[src/rtl/gf_pkg.sv]
// Shared GF(2^m) definitions for the RS-decoder multiplier arbiter.
// Holds default field parameters and a reference multiply function.
package gf_pkg;

    localparam int SYMB_WIDTH = 8;
    localparam int POLY       = 285;

    typedef logic [SYMB_WIDTH-1:0] symb_t;

    localparam symb_t POLY_FB = symb_t'(POLY);

    // Interleaved shift-and-XOR multiply: scale A by x each step, reduce on overflow.
    function automatic symb_t gf_mul_ref(input symb_t a, input symb_t b);
        symb_t p;
        symb_t x;
        symb_t bb;
        p  = '0;
        x  = a;
        bb = b;
        for (int unsigned i = 0; i < SYMB_WIDTH; i++) begin
            if (bb[0]) p = p ^ x;
            if (x[SYMB_WIDTH-1]) x = (x << 1) ^ POLY_FB;
            else                 x = x << 1;
            bb = bb >> 1;
        end
        return p;
    endfunction

endpackage

[src/rtl/gf_mult.sv]
// Combinational GF(2^SYMB_WIDTH) multiplier.
// Full carry-less product first, then polynomial reduction from the top bit down.
module gf_mult
    import gf_pkg::*;
#(
    parameter int SYMB_WIDTH = gf_pkg::SYMB_WIDTH,
    parameter int POLY       = gf_pkg::POLY
) (
    input  logic [SYMB_WIDTH-1:0] a,
    input  logic [SYMB_WIDTH-1:0] b,
    output logic [SYMB_WIDTH-1:0] p
);

    localparam int FULL_W = 2 * SYMB_WIDTH - 1;
    localparam logic [SYMB_WIDTH-1:0] FB = SYMB_WIDTH'(POLY);

    logic [FULL_W-1:0] full;

    always_comb begin
        full = '0;
        for (int unsigned i = 0; i < SYMB_WIDTH; i++) begin
            if (b[i]) full = full ^ (FULL_W'(a) << i);
        end
        // Fold each bit above the field degree back in, highest first.
        for (int unsigned k = 0; k < SYMB_WIDTH - 1; k++) begin
            if (|(full & (FULL_W'(1) << (SYMB_WIDTH + (SYMB_WIDTH - 2 - k)))))
                full = full ^ (FULL_W'(FB) << (SYMB_WIDTH - 2 - k));
        end
        p = full[SYMB_WIDTH-1:0];
    end

endmodule

[src/rtl/gf_mult_arbiter.sv]
// Round-robin arbiter sharing one GF multiplier between N_REQ requesters,
// with a two-stage registered pipeline and full valid/ready backpressure.
module gf_mult_arbiter
    import gf_pkg::*;
#(
    parameter int SYMB_WIDTH = gf_pkg::SYMB_WIDTH,
    parameter int POLY       = gf_pkg::POLY,
    parameter int N_REQ      = 4,
    localparam int ID_W      = $clog2(N_REQ)
) (
    input  logic                        clk,
    input  logic                        rst,
    input  logic [N_REQ-1:0]            req_valid,
    output logic [N_REQ-1:0]            req_ready,
    input  logic [N_REQ*SYMB_WIDTH-1:0] req_a,
    input  logic [N_REQ*SYMB_WIDTH-1:0] req_b,
    output logic                        rsp_valid,
    input  logic                        rsp_ready,
    output logic [SYMB_WIDTH-1:0]       rsp_p,
    output logic [ID_W-1:0]             rsp_id,
    output logic                        busy
);

    logic [SYMB_WIDTH-1:0] a_arr [N_REQ];
    logic [SYMB_WIDTH-1:0] b_arr [N_REQ];

    for (genvar g = 0; g < N_REQ; g++) begin : g_unpack
        assign a_arr[g] = req_a[g*SYMB_WIDTH +: SYMB_WIDTH];
        assign b_arr[g] = req_b[g*SYMB_WIDTH +: SYMB_WIDTH];
    end

    logic                  s1_vld;
    logic [SYMB_WIDTH-1:0] s1_a;
    logic [SYMB_WIDTH-1:0] s1_b;
    logic [ID_W-1:0]       s1_id;
    logic                  s2_vld;
    logic [SYMB_WIDTH-1:0] s2_p;
    logic [ID_W-1:0]       s2_id;
    logic [ID_W-1:0]       last_gnt;

    logic                  s1_adv;
    logic                  s2_adv;
    logic [N_REQ-1:0]      grant;
    logic [ID_W-1:0]       gnt_idx;
    logic [ID_W-1:0]       scan_idx;
    logic                  found;
    logic                  accept;
    logic [SYMB_WIDTH-1:0] prod;

    assign s2_adv = !s2_vld || rsp_ready;
    assign s1_adv = !s1_vld || s2_adv;

    // Scan starts one past the last accepted requester and wraps.
    always_comb begin
        grant    = '0;
        gnt_idx  = '0;
        scan_idx = '0;
        found    = 1'b0;
        for (int unsigned k = 0; k < N_REQ; k++) begin
            scan_idx = ID_W'((32'(last_gnt) + 32'd1 + k) % 32'(N_REQ));
            if (!found && req_valid[scan_idx]) begin
                found   = 1'b1;
                gnt_idx = scan_idx;
            end
        end
        if (found) grant[gnt_idx] = 1'b1;
        accept    = found && s1_adv && !rst;
        req_ready = accept ? grant : '0;
    end

    gf_mult #(
        .SYMB_WIDTH(SYMB_WIDTH),
        .POLY      (POLY)
    ) u_gf_mult (
        .a(s1_a),
        .b(s1_b),
        .p(prod)
    );

    always_ff @(posedge clk) begin
        if (rst) begin
            s1_vld   <= 1'b0;
            s1_a     <= '0;
            s1_b     <= '0;
            s1_id    <= '0;
            s2_vld   <= 1'b0;
            s2_p     <= '0;
            s2_id    <= '0;
            last_gnt <= ID_W'(N_REQ - 1);
        end else begin
            if (s1_adv) begin
                s1_vld <= accept;
                if (accept) begin
                    s1_a     <= a_arr[gnt_idx];
                    s1_b     <= b_arr[gnt_idx];
                    s1_id    <= gnt_idx;
                    last_gnt <= gnt_idx;
                end
            end
            // Payload only moves on a real handover; an empty advance just clears valid.
            if (s2_adv) begin
                s2_vld <= s1_vld;
                if (s1_vld) begin
                    s2_p  <= prod;
                    s2_id <= s1_id;
                end
            end
        end
    end

    assign rsp_valid = s2_vld;
    assign rsp_p     = s2_p;
    assign rsp_id    = s2_id;
    assign busy      = s1_vld || s2_vld;

endmodule

[config.mk]
export PLATFORM = sky130hd
export DESIGN_NAME = gf_mult_arbiter
export DESIGN_NICKNAME = d
export VERILOG_FILES = /design/src/rtl/gf_pkg.sv /design/src/rtl/gf_mult.sv /design/src/rtl/gf_mult_arbiter.sv
export SDC_FILE = /design/constraint.sdc
export NUM_CORES = 1
export LEC_CHECK = 0
export BUFFER_PORTS_ARGS = -buffer_cell sky130_fd_sc_hd__clkbuf_2
export CAP_MARGIN = 20
export CORE_ASPECT_RATIO = 1.25
export CORE_MARGIN = 10
export CORE_UTILIZATION = 55
export DETAILED_ROUTE_END_ITERATION = 8
export PLACE_DENSITY = 0.91
export SYNTH_ARGS = -nofsm -noshare
export SYNTH_HDL_FRONTEND = slang
export SYNTH_SLANG_ARGS = --single-unit
[constraint.sdc]
create_clock -name clk -period 6.39 [get_ports clk]
set_input_delay 0.3195 -clock clk [delete_from_list [all_inputs] [get_ports clk]]
set_output_delay 0.3195 -clock clk [all_outputs]
set_load 0.005 [all_outputs]
==> qor.yml <==
fillers: 375
die_h_um: 100
synthArstFlopShare: 0
p_clk_frac: 0.182
hold_viol_final: 0
cts_buffer_depth: 2
boundaryPins: 87
p_per_area_nw_per_um2: 355
drc_errors: 0
setup_viol: 0
multi_input_area_um2: 2060
worstSetupEndpointType: "register"
cts-root-buf: "clkbuf_8"
antenna_found_initial: 0
grt_max_degree: 39
cp_common_cell: "xnor3_2"
p_switching_mw: 0.454
slowest_delay_ns: 0.65
synth_most_common_cell: "nand2_1"
grt_use_total: 0.173
crit_type: "register to register"
wl_per_cell_um: 14.8
p_seq_frac: 0.271
clk_latency_ns: 0.30
cts_resized: 0
start_kind: "register"
syn_avg_cell_area_um2: 7.65
ir_drop_mv: 0.200
cts_buffers: 5
avgViaCountPerCell: 5.50
syn_to_final_growth_pct: 18.5
cts-htree-levels: 2
seqCellArea_um2: 641
cts_tree: "yes"
slew_viol_final: 0
synth_commonest_cells: "nand2_1 (87), xnor2_1 (42), o21ai_0 (38), dfxtp_1 (32), clkbuf_1 (24)"
vias: 2718
netlist.area_leader.share: 0.227
synth_top_flop_cell: "dfxtp_1"
floorplan.initialDensity: 0.560
gp_congestion: 0.883
cts_setup_buffers: 0
synth_nets: 440
top_usage_layer: "met2"
gr-usage-met1: 0.177
gr-total-overflow: 0
drt_pass1_iterations: 5
fmax_mhz: 362
cpMaxStageDelayCell: "dfxtp_1"
worstMarginPinSlew_ns: 0.981
met3_usage: 0.0454
synth.top_cells.by_area: "dfxtp_1 (23%), xnor2_1 (13%), nand2_1 (12%)"
ys_seq_area_frac: 0.227
fin_setup_tns_ns: 0
die_width_um: 84.1
layout-drive-gt1-share: 0.280
slew_headroom: 0.344
rsz0062_at_grt: "no"
die-area_um2: 8420
swShare: 0.382
hpwl_um: 5430
cts.sink_count: 32
drt-initial-drc-count: 208
crit_arrival_ns: 2.91
rows: 29
synth_top_area_cell: "dfxtp_1"
hold_slack_ns: 0.332
fin_crit_sh: 0.433
ys_ff_latch: 32
power.internal_mw: 0.734
synth_edf_count: 0
drtAntennaViolNets: 0
dpl_cell_area_um2: 3220
grt_pass1_wl_um: 12400
totalWireLength_um: 7320
skew_ns: 0.0122
cp.required_ns: 6.54
p_leak_nw: 1.41
use_met2: 0.315
status: "finished, final reports clean"
stdcell_area_um2: 3350
synth_warnings: 0
crit_chain: "mux2_2 > a221oi_2 > xor2_1 > xnor3_2 > xnor3_2 > xnor2_1 > a211oi_2"
syn_area_um2: 2820
antennaDiodeCount: 0
comb_power_share: 0.547
portBuffers: 86
cp_max_fo: 15
core_um2: 5040
synth_cells: 369
period_minus_slack_ns: 2.76
fin_nets: 502
holdBufCountCts: 0
yosysUniqueCellTypes: 33
hold_class: "input port to register"
grt_pass1_vias: 2814
clk_pin_slew_ns: 0.07
drv_cap: 0
==> power groups by stage <==
stage	logic, mW	clock network [mW]	registers (mW)
2_1_floorplan	0.575	0	0.267
3_5_place_dp	0.648	0	0.322
6_report	0.650	0.216	0.321
5_1_grt	0.711	0.224	0.330
4_1_cts	0.653	0.218	0.318
3_3_place_gp	0.628	0	0.318
==> final timing paths <==
check | depth (start not counted) | endpoint | slack, ns | from
max | 7 | rsp_p[3] | 3.63 | s1_b[7]
min | 4 | rsp_valid | 0.33 | rsp_ready
max reg2reg | 7 | rsp_p[3] | 3.63 | s1_b[7]
min reg2reg | 2 | rsp_p[0] | 0.46 | rsp_p[0]
==> layer usage <==
metal / up-vias / wire length, um
met2: 100 / 3840
met3: 20 / 431
met1: 1243 / 2840
met5: - / 0
met4: 0 / 220
li1: 1355 / -
==> state kept, by name, summed over array words and instances, names as in the netlist <==
register,cells
last_gnt,2
rsp_valid,1
s1_b,8
s1_a,8
s1_vld,1
rsp_id,2
rsp_p,8
s1_id,2
==> per-stage QoR <==
step	utilization	total power [mW]	instances	setup slack (ns)
final	0.663	1.19	494	3.63
after global routing	0.663	1.27	494	3.50
after CTS	0.663	1.19	494	3.65
after detailed placement	0.638	0.969	486	3.66
after global placement	0.638	0.946	486	3.81
after floorplan	-	0.842	369	4.14
==> cells in the final DEF, fill, tap and decap left out, types with 2 or more instances in the layout <==
master / n
nand2_1: 87
clkbuf_2: 86
xnor2_1: 42
o21ai_0: 38
dfxtp_1: 32
mux2_2: 18
nand3b_1: 18
xor2_1: 18
mux2i_1: 17
nor2_1: 12
a21oi_1: 8
nand2b_1: 7
clkbuf_8: 7
nor2b_1: 6
nor3_1: 5
a211oi_1: 4
xnor3_2: 3
xnor3_1: 3
o21a_1: 2
and2_1: 2
o22ai_1: 2
a22oi_1: 2
==> logic make-up (layout without fill, tap and decap cells) <==
kind of cell    after synthesis  in the layout  share of synthesized area
flops                        32             32                      0.227
simple gates                145            145                      0.239
mux                          35             35                      0.132
compound gates               59             59                      0.120
buf+inv                      32             95                     0.0465
xor+xnor                     66             66                      0.235
==> layout make-up <==
type,count,share of cell area
multi-input combinational,305,0.617
sequential,32,0.191
timing repair buffer,87,0.131
clock buffer,7,0.0288
tap,62,0.0232
clock inverter,1,0.00898
==> critical path, delay by kind of cell, from the launching register on <==
family / cells / cell delay [ns]
AO/OA/AOI/OAI: 2 / 0.35
flip-flops: 1 / 0.65
XOR/XNOR: 4 / 1.22
multiplexers: 1 / 0.41
Note: power is estimated with default switching activity, not from simulation.
